===== src/rtl/ap_cell_pkg.sv =====
// rtl/ap_cell_pkg.sv - shared mode codes, FSM states and width helper for the AP cell I/O path
package ap_cell_pkg;

    localparam logic [2:0] RowxRow  = 3'd1;
    localparam logic [2:0] ColxCol  = 3'd2;
    localparam logic [2:0] COPY_ROW = 3'd3;
    localparam logic [2:0] COPY_COL = 3'd4;

    typedef logic [1:0] state_t;
    localparam state_t IDLE = 2'd0;
    localparam state_t LOAD = 2'd1;
    localparam state_t DUMP = 2'd2;
    localparam state_t FIN  = 2'd3;

    function automatic int io_w(input int w, input int d);
        return (w > d) ? w : d;
    endfunction

endpackage


===== src/rtl/ap_io_out_reg.sv =====
// rtl/ap_io_out_reg.sv - dump word holding register with ready backpressure
module ap_io_out_reg #(
    parameter int W = 4
) (
    input  logic         clk,
    input  logic         rst,
    input  logic         load,
    input  logic [W-1:0] load_data,
    input  logic         load_last,
    input  logic         out_ready,
    output logic         out_valid,
    output logic [W-1:0] out_data,
    output logic         out_last,
    output logic         can_load
);

    assign can_load = !out_valid || out_ready;

    // out_data is only rewritten on load, so it stays put while stalled or drained
    always_ff @(posedge clk or negedge rst) begin
        if (!rst) begin
            out_valid <= 1'b0;
            out_data  <= '0;
            out_last  <= 1'b0;
        end else if (load) begin
            out_valid <= 1'b1;
            out_data  <= load_data;
            out_last  <= load_last;
        end else if (out_ready) begin
            out_valid <= 1'b0;
            out_last  <= 1'b0;
        end
    end

endmodule


===== src/rtl/ap_cell_io_ctrl.sv =====
// rtl/ap_cell_io_ctrl.sv - stream loader/unloader for the AP cell array; AP_CELL_IO_PARITY_EN adds parity ports
module ap_cell_io_ctrl
    import ap_cell_pkg::*;
#(
    parameter  int DATA_WIDTH     = 4,
    parameter  int DATA_DEPTH     = 4,
    parameter  int ADDR_WIDTH_CAM = 8,
    localparam int IO_W           = io_w(DATA_WIDTH, DATA_DEPTH)
) (
    input  logic                      clk,
    input  logic                      rst,
    input  logic                      cmd_valid,
    output logic                      cmd_ready,
    input  logic                      cmd_op,
    input  logic                      cmd_dir,
    input  logic [ADDR_WIDTH_CAM-1:0] cmd_base,
    input  logic [ADDR_WIDTH_CAM-1:0] cmd_len,
    input  logic                      in_valid,
    output logic                      in_ready,
    input  logic [IO_W-1:0]           in_data,
    output logic                      out_valid,
    input  logic                      out_ready,
    output logic [IO_W-1:0]           out_data,
    output logic                      out_last,
    output logic                      busy,
    output logic                      done,
    output logic                      cmd_err,
`ifdef AP_CELL_IO_PARITY_EN
    output logic                      out_parity,
    input  logic                      in_parity,
    output logic                      par_err,
`endif
    output logic [2:0]                input_mode,
    output logic [ADDR_WIDTH_CAM-1:0] addr_input_Row,
    output logic [ADDR_WIDTH_CAM-1:0] addr_input_Col,
    output logic [ADDR_WIDTH_CAM-1:0] addr_output_Row,
    output logic [ADDR_WIDTH_CAM-1:0] addr_output_Col,
    output logic [DATA_WIDTH-1:0]     Ip_row,
    output logic [DATA_DEPTH-1:0]     Ip_col,
    output logic                      rstIn,
    input  logic [DATA_WIDTH-1:0]     Q_out_row,
    input  logic [DATA_DEPTH-1:0]     Q_out_col
);

    localparam int AW = ADDR_WIDTH_CAM;

    state_t        state;
    logic          dir_q;
    logic [AW-1:0] idx;
    logic [AW-1:0] rem;
    logic [AW-1:0] dim_cmd;
    logic [AW-1:0] dim_q;
    logic [AW-1:0] eff_len;
    logic [AW-1:0] idx_next;
    logic          beat;
    logic          in_load;
    logic          in_dump;
    logic          dump_load;
    logic          can_load;
    logic [IO_W-1:0] dump_word;

    assign dim_cmd  = cmd_dir ? AW'(DATA_WIDTH) : AW'(DATA_DEPTH);
    assign dim_q    = dir_q ? AW'(DATA_WIDTH) : AW'(DATA_DEPTH);
    assign eff_len  = (cmd_len == '0 || cmd_len > dim_cmd) ? dim_cmd : cmd_len;
    assign idx_next = (idx == dim_q - AW'(1)) ? '0 : idx + AW'(1);

    assign in_load   = (state == LOAD);
    assign in_dump   = (state == DUMP);
    assign cmd_ready = (state == IDLE);
    assign busy      = (state != IDLE);
    assign done      = (state == FIN);
    assign in_ready  = in_load;
    assign beat      = in_valid && in_ready;

    // Array write enable is active-low and tied to the handshake: one write per accepted beat
    assign rstIn = ~beat;

    assign addr_input_Row  = (in_load && !dir_q) ? idx : '0;
    assign addr_input_Col  = (in_load &&  dir_q) ? idx : '0;
    assign Ip_row          = (in_load && !dir_q) ? in_data[DATA_WIDTH-1:0] : '0;
    assign Ip_col          = (in_load &&  dir_q) ? in_data[DATA_DEPTH-1:0] : '0;
    assign addr_output_Row = (in_dump && !dir_q) ? idx : '0;
    assign addr_output_Col = (in_dump &&  dir_q) ? idx : '0;

    assign dump_word = dir_q ? IO_W'(Q_out_col) : IO_W'(Q_out_row);
    assign dump_load = in_dump && can_load && (rem != '0);

    ap_io_out_reg #(
        .W(IO_W)
    ) u_out_reg (
        .clk       (clk),
        .rst       (rst),
        .load      (dump_load),
        .load_data (dump_word),
        .load_last (rem == AW'(1)),
        .out_ready (out_ready),
        .out_valid (out_valid),
        .out_data  (out_data),
        .out_last  (out_last),
        .can_load  (can_load)
    );

    always_ff @(posedge clk or negedge rst) begin
        if (!rst) begin
            state      <= IDLE;
            dir_q      <= 1'b0;
            idx        <= '0;
            rem        <= '0;
            input_mode <= 3'd0;
            cmd_err    <= 1'b0;
        end else begin
            cmd_err <= 1'b0;
            case (state)
                IDLE: begin
                    if (cmd_valid) begin
                        if (cmd_base >= dim_cmd) begin
                            cmd_err <= 1'b1;
                        end else begin
                            dir_q      <= cmd_dir;
                            idx        <= cmd_base;
                            rem        <= eff_len;
                            input_mode <= cmd_dir ? ColxCol : RowxRow;
                            state      <= cmd_op ? DUMP : LOAD;
                        end
                    end
                end
                LOAD: begin
                    if (beat) begin
                        idx <= idx_next;
                        rem <= rem - AW'(1);
                        if (rem == AW'(1))
                            state <= FIN;
                    end
                end
                DUMP: begin
                    if (dump_load) begin
                        idx <= idx_next;
                        rem <= rem - AW'(1);
                    end
                    if (out_valid && out_ready && out_last)
                        state <= FIN;
                end
                default: state <= IDLE;
            endcase
        end
    end

`ifdef AP_CELL_IO_PARITY_EN
    logic beat_parity;

    assign out_parity  = ^out_data;
    assign beat_parity = dir_q ? ^in_data[DATA_DEPTH-1:0] : ^in_data[DATA_WIDTH-1:0];

    // Sticky until reset; the faulty word is still written to the array
    always_ff @(posedge clk or negedge rst) begin
        if (!rst)
            par_err <= 1'b0;
        else if (beat && (beat_parity != in_parity))
            par_err <= 1'b1;
    end
`endif

endmodule


===== config.mk =====
export PLATFORM = sky130hd
export DESIGN_NAME = ap_cell_io_ctrl
export DESIGN_NICKNAME = d
export VERILOG_FILES = /design/src/rtl/ap_cell_pkg.sv /design/src/rtl/ap_io_out_reg.sv /design/src/rtl/ap_cell_io_ctrl.sv
export SDC_FILE = /design/constraint.sdc
export NUM_CORES = 1
export LEC_CHECK = 0
export ABC_AREA = 1
export ABC_CLOCK_PERIOD_IN_PS = 1700
export BUFFER_PORTS_ARGS = -buffer_cell sky130_fd_sc_hd__buf_4
export CAP_MARGIN = 10
export CORE_MARGIN = 1.5
export CORE_UTILIZATION = 44
export CTS_CLUSTER_DIAMETER = 100
export DETAILED_ROUTE_END_ITERATION = 7
export GPL_TIMING_DRIVEN = 0
export PLACE_DENSITY_LB_ADDON = 0.08
export SLEW_MARGIN = 20
export SYNTH_ARGS = -nofsm -noshare
export SYNTH_HDL_FRONTEND = slang
export SYNTH_HIERARCHICAL = 1
export SYNTH_SLANG_ARGS = --single-unit

===== constraint.sdc =====
create_clock -name clk -period 1.7 [get_ports clk]
set_input_delay 0.085 -clock clk [delete_from_list [all_inputs] [get_ports clk]]
set_output_delay 0.085 -clock clk [all_outputs]
set_load 0.03 [all_outputs]

==> results of run 1 <==
worst register-to-register path, cell delays in order, from the launching register on:
cell        delay [ns]
dfrtp_2           0.47
inv_4             0.10
ha_4              0.16
clkinvlp_4        0.14
a21oi_4           0.19
o21bai_4          0.16
nand2_4           0.11
clkbuf_16         0.17
nand2_2           0.06
nand2_1           0.04
logic make-up (layout without fill, tap and decap cells):
kind of cell | count (synthesis) | in the layout | synth area share (%)
DFF | 27 | 27 | 32.3
other | 1 | 1 | 0.179
buffers and inverters | 48 | 154 | 9.51
AOI/OAI and AO/OA | 15 | 15 | 3.89
xor gates and xnor gates | 2 | 2 | 0.837
adders and majority gates | 7 | 7 | 4.19
and+or+nand+nor | 248 | 248 | 49.1
report_power, final:
group	switching [mW]	leakage, nW	internal [mW]	total (mW)
logic	2.84	1.42	1.89	4.74
registers	0.306	0.342	0.921	1.23
clock network	0.208	0.0228	0.168	0.376
through the flow:
| stage | setup WS, ns | power (mW) | cell area, µm² |
|---|---|---|---|
| 6_report | 0.00610 | 6.34 | 3190 |
| 5_1_grt | -0.0690 | 6.85 | 3190 |
| 4_1_cts | -0.0416 | 5.50 | 2930 |
| 3_5_place_dp | -0.297 | 5.01 | 2840 |
| 3_3_place_gp | -0.233 | 4.93 | 2840 |
| 2_1_floorplan | 0.00232 | 3.93 | 2110 |
area by class of cell:
class	instances	area (µm²)
clock buffers	4	45.0
multi-input cells	273	1370
well taps	52	65.1
repair buffers	102	796
plain buffers	10	86.3
fillers	393	1280
flip-flops and latches	27	678
inverters	38	149
cell usage in the layout (no fill, tap or decap):
cell type / instances
dfrtp_1: 25
nand4_1: 4
inv_2: 5
dlygate4sd3_1: 1
a21oi_4: 1
buf_8: 1
dfrtp_2: 2
clkbuf_2: 2
o21ai_0: 6
nand3_1: 31
ha_1: 3
nor3_2: 1
nor2_4: 4
buf_4: 101
nor2_1: 65
inv_1: 31
inv_4: 1
clkinvlp_4: 1
clkbuf_8: 3
or2_2: 2
nand2_1: 114
nor3b_1: 1
buf_2: 2
ha_4: 4
or2_1: 1
conb_1: 1
buf_12: 1
nor2_2: 3
buf_6: 3
nand3b_1: 2
clkbuf_16: 1
nand2_2: 16
a21oi_1: 7
nand2_4: 4
xor2_1: 2
o21bai_4: 1
clkbuf_1: 1
metal layers:
layer  part of all wire [%]  vias to the layer above  global-route usage [%]
met1                     43                     1153                    26.6
met4                   0.99                        0                    5.03
met5                      0                        -                       0
met3                    5.5                        7                    2.92
met2                     51                       86                    42.3
li1                       -                     1276                       -
repair_timing:
action,CTS,global route
endpoints found under the hold margin,27,0
hold buffers,1,0
resized for setup,13,42
setup endpoints to repair,41,54
setup buffers,0,11
cloned,0,2
pin swaps,2,10
flip-flops by register name (all words and copies together), names as in the netlist:
register and count:
u_out_reg/out_last 1, state 2, cmd_err 1, u_out_reg/out_data 4
input_mode 1, idx 8, u_out_reg/out_valid 1, dir_q 1
rem 8
final timing paths:
path / from / to / slack [ns] / depth (start not counted)
min in group asynchronous: rst / cmd_err$_DFF_PN0_ / 0.26 / 2
max reg2reg: state[0]$_DFFE_PN0P_ / idx[0]$_DFFE_PN0P_ / 0.006 / 9
max in group asynchronous: rst / state[1]$_DFFE_PN0P_ / 1.16 / 2
min: out_ready / u_out_reg/out_valid$_DFFE_PN0P_ / 0.02 / 2
max: state[0]$_DFFE_PN0P_ / idx[0]$_DFFE_PN0P_ / 0.006 / 9
min reg2reg: u_out_reg/out_data[3]$_DFFE_PN0P_ / u_out_reg/out_data[3]$_DFFE_PN0P_ / 0.48 / 2
==> results.md, run 1 <==
* Tot GR Track Use at 22.2%
* Type of the most critical hold path: in2reg
* Crit-path max cell delay at 0.47 ns
* Worst-path clk slew at 0.09 ns
* Average instance area after synthesis at 6.01 µm²
* Drt first pass iters at 4
* CTS Buf Count at 3
* Initial antenna violation count at 0
* Post-synthesis sequential area ratio at 32.3%
* Vias in the first global route at 2102
* Crit path kind: reg2reg
* DR WL/cell at 12.1 µm
* Ratio of cells with drive above 1 in the final layout at 35.0%
* Routed Antenna Nets at 0
* Worst Path Arrival at 1.87 ns
* Placer Congestion at 0.831
* Synthesized instance count at 348
* DRC violations left at 0
* Element type at the critical path end: flop
* HPWL Detailed at 4470 µm
* Max-slew violations at 0
* Root buf cell: clkbuf_8
* CTS sink cnt at 27
* Max-cap violations at 0
* Initial Util at 46.8%
* Final Hold Fails at 0
* Mapped cell area at 0.00209 mm²
* Tcrit/Tclk final at 99.6%
* Total gr overflow at 0
* Synthesized flop and latch total at 27
* Dominant cell type by area after synthesis: dfrtp_1
* CTS tree: yes
* CORE AREA at 0.00447 mm²
* Area Growth Syn to Fin at 52.5%
* Clk_lat worst skew at 0.28 ns
* Final core utilization at 71.3%
* Via-to-Cell Ratio at 4.98
* Async SR Flop Fraction at 100%
* Critical path launch point type: flop
* I/O Pins at 90
* Run status: complete, no violations
* Setup TNS at 0 ns
* Distinct cells, synth at 26
* Synth top cells by count: 132 x nand2_1, 67 x nor2_1, 36 x inv_1, 31 x nand3_1, 27 x dfrtp_1
* Synth area leaders: dfrtp_1 32%, nand2_1 24%, nor2_1 12%, nand3_1 7.4%, inv_1 6.5%
* Dominant synthesized flop cell: dfrtp_1
* Worst VDD drop at 1150 µV
* Top-count cell post-synth: nand2_1
* Power Dens Cells at 1990 mW/mm²
* Final non-filler cell total at 506
* Count of input and output buffers at 88
* Initial drt markers at 163
* Number of flops mapped to enable cells by yosys at 0
* CP delay by family, top: flip-flops
* Fin nets at 497
* Worst Path Max Fanout at 5
* Die ar. at 0.00518 mm²
* Via Count at 2522
* Crit path time final at 1.69 ns
* Die W at 72.0 µm
* Dpl cells at 488
* Total Routed Length at 6130 µm
* First-pass GRT wire length at 9340 µm
* Critical-path cell list: inv_4 -> ha_4 -> clkinvlp_4 -> a21oi_4 -> o21bai_4 -> nand2_4 -> clkbuf_16 -> nand2_2 -> nand2_1
* Hold Slack at 0.0188 ns
* Synth warn at 6
* Leak pwr at 1.79 nW
* Fmax at 590 MHz
* DIE HEIGHT at 72.0 µm
* # rows at 24
* Finish-stage setup viols at 0
* Net count of the mapped netlist at 390
* Clk_skew at 0.00227 ns
* Slowest-stage cell, CP: dfrtp_2
* Longest Clk Path Bufs at 2
* RSZ-0062 raised after global routing: true
* N_diodes at 0
* Worst Path Required at 1.88 ns
* H-tree depth at 1
* Area share of the largest cell type after synthesis at 32.3%
* Buf+Inv Stages, Crit Path at 3
* Largest net degree at the start of global routing at 28
No activity file was read; power rests on OpenSTA's default activity.
==> inputs of run 2 (changes only) <==
--- a/config.mk
+++ b/config.mk
@@ -6,11 +6,11 @@
 export NUM_CORES = 1
 export LEC_CHECK = 0
 export ABC_AREA = 1
-export ABC_CLOCK_PERIOD_IN_PS = 1700
+export ABC_CLOCK_PERIOD_IN_PS = 1800
 export BUFFER_PORTS_ARGS = -buffer_cell sky130_fd_sc_hd__buf_4
 export CAP_MARGIN = 10
 export CORE_MARGIN = 1.5
-export CORE_UTILIZATION = 44
+export CORE_UTILIZATION = 48
 export CTS_CLUSTER_DIAMETER = 100
 export DETAILED_ROUTE_END_ITERATION = 7
 export GPL_TIMING_DRIVEN = 0
==> constraint.sdc (replaced) <==
create_clock -name clk -period 1.8 [get_ports clk]
set_input_delay 0.18 -clock clk [delete_from_list [all_inputs] [get_ports clk]]
set_output_delay 0.18 -clock clk [all_outputs]
set_load 0.03 [all_outputs]
==> run 2 against run 1 <==
Net effect: sequential power fell by 8%; count of clock-buffer cells in the layout is 1 lower; clock skew up 0.0011 ns; cell area shrank 5.8%; critical endpoint is now addr_input_Col[3]; cell count decreased by 2.4%; combinational power decreased by 17%; utilization rose by 2.2 points; total power shrank 14%; global-route usage up 3.0 points; highest routed layer unchanged; sequential cell count stayed put; critical path depth is 3 lower.
==> results.md, run 2 (same netlist as run 1, synthesis figures left out) <==
* Run status: complete, no violations
* Worst Path Max Fanout at 10 (+5)
* Storage cell area at 679 µm² (+0.18%)
* CTS sink cnt at 27 (unchanged)
* RSZ-0062 raised after global routing: true
* Routed Antenna Nets at 0 (unchanged)
* Hold Path Stages at 2 (unchanged)
* Power Dens Cells at 1810 mW/mm² (-8.9%)
* Longest Clk Path Bufs at 2 (unchanged)
* Total Routed Length at 6060 µm (-1.2%)
* Switch share at 54.7% (+1.8 points)
* Power share of the clock group at 6.6% (+0.7 points)
* I/O Pins at 90 (unchanged)
* # rows at 23 (-4.2%)
* Tot GR Track Use at 25.3% (+3.0 points)
* Net Switching at 2.98 mW (-11%)
* CP delay by family, top: flip-flops
* Worst Path Arrival at 1.52 ns (-0.35 ns)
* Clk_skew at 0.00332 ns (+0.00105 ns)
* # fillers at 357 (-9.2%)
* Via Count at 2500 (-0.87%)
* Via-to-Cell Ratio at 5.06 (+1.5%)
* Die W at 69.0 µm (-4.1%)
* H-tree depth at 1 (unchanged)
* Area Growth Syn to Fin at 43.7%
* Final core utilization at 73.5% (+2.2 points)
* N_diodes at 0 (unchanged)
* Critical path launch point type: flop
* Tcrit/Tclk final at 94.5%
* CORE AREA at 0.00409 mm² (-8.7%)
* Initial Util at 51.2% (+4.4 points)
* Worst R2R Path Depth at 9 (unchanged)
* Logic gate share of total power at 72.6% (-2.1 points)
* Max-slew violations at 0 (unchanged)
* Sequential share of power at 20.8% (+1.4 points)
* Type of the most critical hold path: in2reg
* First-pass GRT wire length at 10200 µm (+8.8%)
* Setup TNS at 0 ns (unchanged)
* Multi-input logic area at 0.00130 mm² (-5.5%)
* Fin nets at 487 (-2.0%)
* Slowest-stage cell, CP: dfrtp_2
* DR WL/cell at 12.3 µm (+1.2%)
* Initial antenna violation count at 0 (unchanged)
* HPWL Detailed at 4540 µm (+1.6%)
* Finish-stage setup viols at 0 (unchanged)
* Buf+Inv Stages, Crit Path at 3 (unchanged)
* Critical path depth at 6 (-3)
* Commonest non-fill, non-tap cell in the layout: nand2_1
* CTS tree: yes
* Crit path time final at 1.70 ns
* Leak pwr at 1.71 nW (-4.5%)
* Ratio of cells with drive above 1 in the final layout at 30.9% (-4.2 points)
* Final non-filler cell total at 494 (-2.4%)
* Total gr overflow at 0 (unchanged)
* DRC violations left at 0 (unchanged)
* Max-cap violations at 0 (unchanged)
* Clk_lat worst skew at 0.28 ns (about the same)
* Top flop regs: idx (8), rem (8), u_out_reg/out_data (4)
* Worst Path Required at 1.62 ns (-0.26 ns)
* Fmax at 588 MHz
* Count of input and output buffers at 88 (unchanged)
* Crit path kind: reg2out
* Initial drt markers at 150 (-8.0%)
* Worst Slack Setup Final at 0.0988 ns (+0.0927 ns)
* Internal at 2.46 mW (-17%)
* Root buf cell: clkbuf_8
* Crit-path max cell delay at 0.46 ns (about the same)
* Commonest non-fill, non-tap cells in the layout: 129 x nand2_1, 95 x buf_4, 65 x nor2_1
* Worst-path clk slew at 0.10 ns (about the same)
* CTS Buf Count at 3 (unchanged)
* Vias in the first global route at 2349 (+12%)
* Element type at the critical path end: primary output
* Largest net degree at the start of global routing at 28 (unchanged)
* Setup Slack @ Placement at -0.198 ns (+0.0992 ns)
* Dpl cells at 486 (-0.41%)
* Worst VDD drop at 1210 µV (+5.6%)
* DIE HEIGHT at 69.0 µm (-4.1%)
* Final Hold Fails at 0 (unchanged)
* Critical-path cell list: inv_2 -> ha_4 -> nand2_1 -> buf_6 -> nor2_1 -> buf_4
* Die ar. at 0.00476 mm² (-8.0%)
* Drt first pass iters at 4 (unchanged)
* Placer Congestion at 0.863 (+3.9%)
[run 2: cell types whose count changed in the layout (fill, tap and decap cells not counted), sizes merged]
cell / delta
buf: -9
clkbuf: -2
clkinv: +1
[run 2: stage by stage]
stage | area [µm²] | hold WS (ns) | power (mW)
finish | 3010 | 0.0993 | 5.44
global route | 3010 | 0.106 | 5.91
floorplan | 2090 | -0.116 | 3.64
global placement | 2820 | 0.117 | 4.59
CTS | 2900 | 0.0963 | 5.10
detailed placement | 2820 | 0.120 | 4.68
[run 2: layout make-up]
class                           count  share of cell area (%)
Sequential cell                    27                    22.6
Timing Repair Buffer               93                    23.3
Clock inverter                      1                   0.167
Clock buffer                        3                    1.37
Tap cell                           50                    2.08
Multi-Input combinational cell    273                    43.1
Inverter                           38                    4.87
Buffer                              9                    2.46
[run 2: path summary, 6_finish.rpt]
path                                                   startpoint                                end  slack [ns]
min in group asynchronous                                     rst          input_mode[0]$_DFFE_PN0P_        0.35
worst max register to register                 rem[0]$_DFFE_PN0P_                 rem[5]$_DFFE_PN0P_        0.11
worst min-delay path                                    out_ready    u_out_reg/out_valid$_DFFE_PN0P_         0.1
max in group asynchronous                                     rst                  dir_q$_DFFE_PN0P_        1.16
worst min register to register  u_out_reg/out_data[2]$_DFFE_PN0P_  u_out_reg/out_data[2]$_DFFE_PN0P_        0.48
worst max-delay path                         state[1]$_DFFE_PN0P_                  addr_input_Col[3]         0.1
[run 2: what timing repair did]
action,4_1_cts,5_1_grt
resized for setup,9,29
pin swaps,0,1
hold endpoints to repair,27,0
setup buffers,0,4
hold buffers,1,0
endpoints found under the setup margin,36,54
cloned,0,0
[run 2: routing by layer]
metal | routed length (µm) | part of all wire [%] | GRT usage [%]
met1 | 2520 | 42 | 30.6
met2 | 3060 | 50 | 46.2
met3 | 392 | 6.5 | 3.51
met4 | 85 | 1.4 | 7.41
met5 | 0 | 0 | 0
[run 2: power by group through the flow]
stage / registers (mW) / clock network [mW] / logic, mW
global route: 1.16 / 0.394 / 4.35
detailed placement: 1.11 / 0 / 3.57
finish: 1.13 / 0.361 / 3.95
floorplan: 1.20 / 0 / 2.44
CTS: 1.10 / 0.368 / 3.63
global placement: 1.11 / 0 / 3.48
==> inputs of run 3 (changes only) <==
--- a/config.mk
+++ b/config.mk
@@ -5,8 +5,8 @@
 export SDC_FILE = /design/constraint.sdc
 export NUM_CORES = 1
 export LEC_CHECK = 0
-export ABC_AREA = 1
-export ABC_CLOCK_PERIOD_IN_PS = 1800
+export ABC_AREA = 0
+export ABC_CLOCK_PERIOD_IN_PS = 1600
 export BUFFER_PORTS_ARGS = -buffer_cell sky130_fd_sc_hd__buf_4
 export CAP_MARGIN = 10
 export CORE_MARGIN = 1.5
==> constraint.sdc (replaced) <==
create_clock -name clk -period 1.6 [get_ports clk]
set_input_delay 0.16 -clock clk [delete_from_list [all_inputs] [get_ports clk]]
set_output_delay 0.16 -clock clk [all_outputs]
set_load 0.03 [all_outputs]
==> run 3 against run 2 <==
Net effect: the flow now stops in global routing; synthesized cell count shrank 34%; area after synthesis shrank 0.24%.
==> results.md, run 3 <==
* # rows at 23 (unchanged)
* CTS sink cnt at 27 (unchanged)
* Dominant synthesized flop cell: dfrtp_1
* Net count of the mapped netlist at 270 (-31%)
* Post-synthesis mux area share at 9.35% (+9.4 points)
* Synth area leaders: dfrtp_1 32%, and3_1 5.7%, and2_1 5.4%, mux2_4 5.0%, mux2_2 4.3%
* H-tree depth at 1 (unchanged)
* Synth top cells by count: 27 x dfrtp_1, 19 x and3_1, 18 x and2_1, 18 x nand2_1, 10 x nor2_1
* Endpoint with the least setup slack after the last repair: idx[1]$_DFFE_PN0P_/D
* Die W at 68.9 µm (-0.11%)
* Area share of the largest cell type after synthesis at 32.4% (+0.077 points)
* Largest net degree at the start of global routing at 28
* Synth warn at 6 (unchanged)
* Synthesized instance count at 228 (-34%)
* Count of input and output buffers at 88 (unchanged)
* Synth Area in Compound Gates at 17.3% (+13 points)
* Adder-cell share of the synthesized area at 4.20% (+0.010 points)
* Post-synthesis sequential area ratio at 32.4% (+0.077 points)
* DIE HEIGHT at 68.9 µm (-0.11%)
* Longest Clk Path Bufs at 2 (unchanged)
* CTS Buf Count at 3 (unchanged)
* Post-Synth Simple-Gate Area at 30.5% (-19 points)
* Async SR Flop Fraction at 100% (unchanged)
* Last stage reached: global routing
* Average instance area after synthesis at 9.15 µm² (+52%)
* Tool error: [ERROR GRT-0232] Routing congestion too high. Check the congestion heatmap in the GUI.
* Placer Congestion at 0.865 (+0.24%)
* Initial Util at 51.1% (-0.12 points)
* Top-count cell post-synth: dfrtp_1
* Mapped cell area at 0.00209 mm² (-0.24%)
* Largest family of logic cells by synthesized area: simple AND/OR/NAND/NOR gates
* Root buf cell: clkbuf_8
* Dominant cell type by area after synthesis: dfrtp_1
* Number of flops mapped to enable cells by yosys at 0 (unchanged)
* WEP type: register input
* Distinct cells, synth at 46 (+77%)
* Tot GR Track Use at 82.6%
* HPWL Detailed at 4610 µm (+1.4%)
* Synthesized flop and latch total at 27 (unchanged)
* XOR/XNOR share of the synthesized area at 0% (-0.84 points)
* Run status: did not finish
* Total gr overflow at 161
* I/O Pins at 90 (unchanged)
run 3: repair_timing:
| item | CTS |
|---|---|
| setup endpoints to repair | 66 |
| resized for setup | 152 |
| gates cloned | 3 |
| pin swaps | 30 |
| hold buffers | 1 |
| endpoints found under the hold margin | 27 |
| buffers inserted | 32 |
run 3: logic make-up after synthesis:
kind of cell / after synthesis
AND/OR/NAND/NOR: 108
AO/OA/AOI/OAI: 46
flip-flops: 27
buffers and inverters: 24
multiplexers: 15
adder cells (fa/ha/maj): 7
other: 1
run 3: layer usage:
layer	global-route usage, %	GRT overflow
met2	107	90
met4	105	66
met5	16.3	0
met3	52.3	1
met1	76.9	4
run 3: stage by stage:
stage	std cells	TNS [ns]	worst slack, ns	instance area (µm²)
2_1_floorplan	228	-4.98	-0.373	2130
3_3_place_gp	366	-11.32	-0.512	2850
3_5_place_dp	366	-12.95	-0.547	2850
4_1_cts	405	-10.08	-0.286	3740
==> inputs of run 4 (changes only) <==
--- a/config.mk
+++ b/config.mk
@@ -10,11 +10,10 @@
 export BUFFER_PORTS_ARGS = -buffer_cell sky130_fd_sc_hd__buf_4
 export CAP_MARGIN = 10
 export CORE_MARGIN = 1.5
-export CORE_UTILIZATION = 48
-export CTS_CLUSTER_DIAMETER = 100
+export CORE_UTILIZATION = 35
 export DETAILED_ROUTE_END_ITERATION = 7
 export GPL_TIMING_DRIVEN = 0
-export PLACE_DENSITY_LB_ADDON = 0.08
+export PLACE_DENSITY_LB_ADDON = 0.15
 export SLEW_MARGIN = 20
 export SYNTH_ARGS = -nofsm -noshare
 export SYNTH_HDL_FRONTEND = slang
==> run 4 against run 3 <==
Net effect: the flow now finishes, with violations (negative setup slack); area after synthesis stayed put; synthesized cell count is the same.
==> results.md, run 4 <==
* Run status: finished with violations
* Failing checks: negative setup slack
* Area Growth Syn to Fin at 83.2%
* Fin nets at 400
* Leak pwr at 1.73 nW
* DRC violations left at 0
* Synth area leaders: dfrtp_1 32%, and3_1 5.7%, and2_1 5.4%, mux2_4 5.0%, mux2_2 4.3%
* Wire length on met2 at 3610 µm
* Element type at the critical path end: flop
* Die ar. at 0.00644 mm²
* CTS sink cnt at 27 (unchanged)
* Total power at 8.40 mW
* Async SR Flop Fraction at 100% (unchanged)
* Top Layer Used: met4
* Area share of the largest cell type after synthesis at 32.4% (unchanged)
* Tcrit/Tclk final at 118%
* CORE AREA at 0.00564 mm²
* Longest Clk Path Bufs at 2 (unchanged)
* First-pass GRT wire length at 10600 µm
* Type of the most critical hold path: in2reg
* Drt first pass iters at 4
* Clk_lat worst skew at 0.28 ns
* Worst Path Arrival at 2.05 ns
* Total Routed Length at 7020 µm
* Vias in the first global route at 2096
* HPWL Detailed at 4480 µm (-2.7%)
* N_diodes at 0
* Synth top cells by count: 27 x dfrtp_1, 19 x and3_1, 18 x and2_1, 18 x nand2_1, 10 x nor2_1
* Fin area at 0.00382 mm²
* Routed Antenna Nets at 0
* Top-count cell post-synth: dfrtp_1
* Storage cell area at 683 µm²
* Count of input and output buffers at 88 (unchanged)
* Via Count at 2271
* CTS Buf Count at 3 (unchanged)
* Tot GR Track Use at 21.1%
* Mapped cell area at 0.00209 mm² (unchanged)
* Worst-path clk slew at 0.10 ns
* Crit path kind: reg2reg
* Largest net degree at the start of global routing at 28
* Ratio of cells with drive above 1 in the final layout at 68.1%
* Worst reg-to-reg setup slack at -0.28 ns
* Fmax at 531 MHz
* Worst Path Max Fanout at 6
* Final Hold Fails at 0
* H-tree depth at 1 (unchanged)
* Setup Slack @ Placement at -0.549 ns (-0.00227 ns)
* Commonest non-fill, non-tap cell in the layout: buf_4
* Synthesized flop and latch total at 27 (unchanged)
* Die W at 80.2 µm (+16%)
* Power Dens Cells at 2200 mW/mm²
* # fillers at 452
* Area after DPL at 0.00288 mm² (+0.96%)
* Dominant cell type by area after synthesis: dfrtp_1
* Worst VDD drop at 1170 µV
* Multi-input logic area at 0.00165 mm²
* Metal3 WL at 399 µm
* Number of flops mapped to enable cells by yosys at 0 (unchanged)
* Synthesized instance count at 228 (unchanged)
* DIE HEIGHT at 80.2 µm (+16%)
* Via-to-Cell Ratio at 5.29
* Worst Slack Setup Final at -0.282 ns
* Final core utilization at 67.8%
* Max-cap violations at 0
* Crit path time final at 1.88 ns
* Initial drt markers at 79
* Net count of the mapped netlist at 270 (unchanged)
* Clk_skew at 0.00872 ns
* Initial Util at 37.0% (-14 points)
* Placer Congestion at 0.794 (-8.2%)
* Dominant synthesized flop cell: dfrtp_1
* CTS tree: yes
* Max-slew violations at 0
* Top flop regs: idx (8), rem (8), u_out_reg/out_data (4)
* DR WL/cell at 16.4 µm
* Worst Path Required at 1.77 ns
* Distinct cells, synth at 46 (unchanged)
* Average instance area after synthesis at 9.15 µm² (unchanged)
* Wl on met1 at 2920 µm
* Finish-stage setup viols at 65
* I/O Pins at 90 (unchanged)
* Critical path launch point type: flop
* Post-synthesis sequential area ratio at 32.4% (unchanged)
* Commonest non-fill, non-tap cells in the layout: 72 x buf_4, 56 x buf_6, 21 x dfrtp_1
* Initial antenna violation count at 0
* Total gr overflow at 0
* Root buf cell: clkbuf_8
* RSZ-0062 raised after global routing: true
* # rows at 27 (+17%)
* Synth warn at 6 (unchanged)
## run 4: final timing paths
kind,start,to,cells after the start
max reg2reg,state[1]$_DFFE_PN0P_,idx[0]$_DFFE_PN0P_,5
min in group asynchronous,rst,idx[4]$_DFFE_PN0P_,2
max in group asynchronous,rst,state[1]$_DFFE_PN0P_,2
min,cmd_dir,input_mode[0]$_DFFE_PN0P_,2
min reg2reg,input_mode[0]$_DFFE_PN0P_,input_mode[0]$_DFFE_PN0P_,2
max,state[1]$_DFFE_PN0P_,idx[0]$_DFFE_PN0P_,5
## run 4: cell families after synthesis
| family | count (synthesis) | share of synthesized area, % |
|---|---|---|
| flops | 27 | 32.4 |
| fa+ha+maj | 7 | 4.20 |
| simple gates | 108 | 30.5 |
| compound gates | 46 | 17.3 |
| mux | 15 | 9.35 |
| buf+inv | 24 | 6.11 |
| other cells | 1 | 0.180 |
## run 4: layer usage
metal	track usage, %	vias up
met1	26.7	1082
met4	5.17	0
met3	2.84	8
met5	0	-
met2	37.5	79
li1	-	1102
## run 4: layout make-up
class                           instances  area share [%]
Inverter                               10            1.41
Tap cell                               72            2.36
Timing Repair Buffer                  127            31.0
Clock inverter                          1           0.196
Multi-Input combinational cell        177            43.2
Clock buffer                            3            1.08
Sequential cell                        27            17.9
Buffer                                 12            2.85
## run 4: critical path, cell delays in order (launching register included)
cell     delay, ns
dfrtp_2       0.46
ha_4          0.20
nor2b_4       0.13
a311o_2       0.40
nor2_4        0.25
mux2_4        0.32
## run 4: report_power, final
group	total, mW	internal (mW)	switching (mW)
Clock	0.412	0.177	0.235
Sequential	1.47	1.01	0.456
Combinational	6.52	3.30	3.22
## run 4: timing repair
| item | 4_1_cts | 5_1_grt |
|---|---|---|
| endpoints found under the setup margin | 66 | 69 |
| pin swaps | 19 | 19 |
| resized for setup | 121 | 45 |
| hold buffers | 1 | 0 |
| endpoints found under the hold margin | 27 | 0 |
| setup buffers | 24 | 11 |
| cloned | 3 | 0 |
## run 4: stage by stage
stage          instances  setup TNS [ns]  hold slack [ns]
6_report             429          -11.32           0.0714
3_3_place_gp         388          -11.28            0.108
5_1_grt              429          -15.57           0.0775
2_1_floorplan        228           -4.98           -0.136
4_1_cts              419          -11.33           0.0681
3_5_place_dp         388          -12.30            0.105
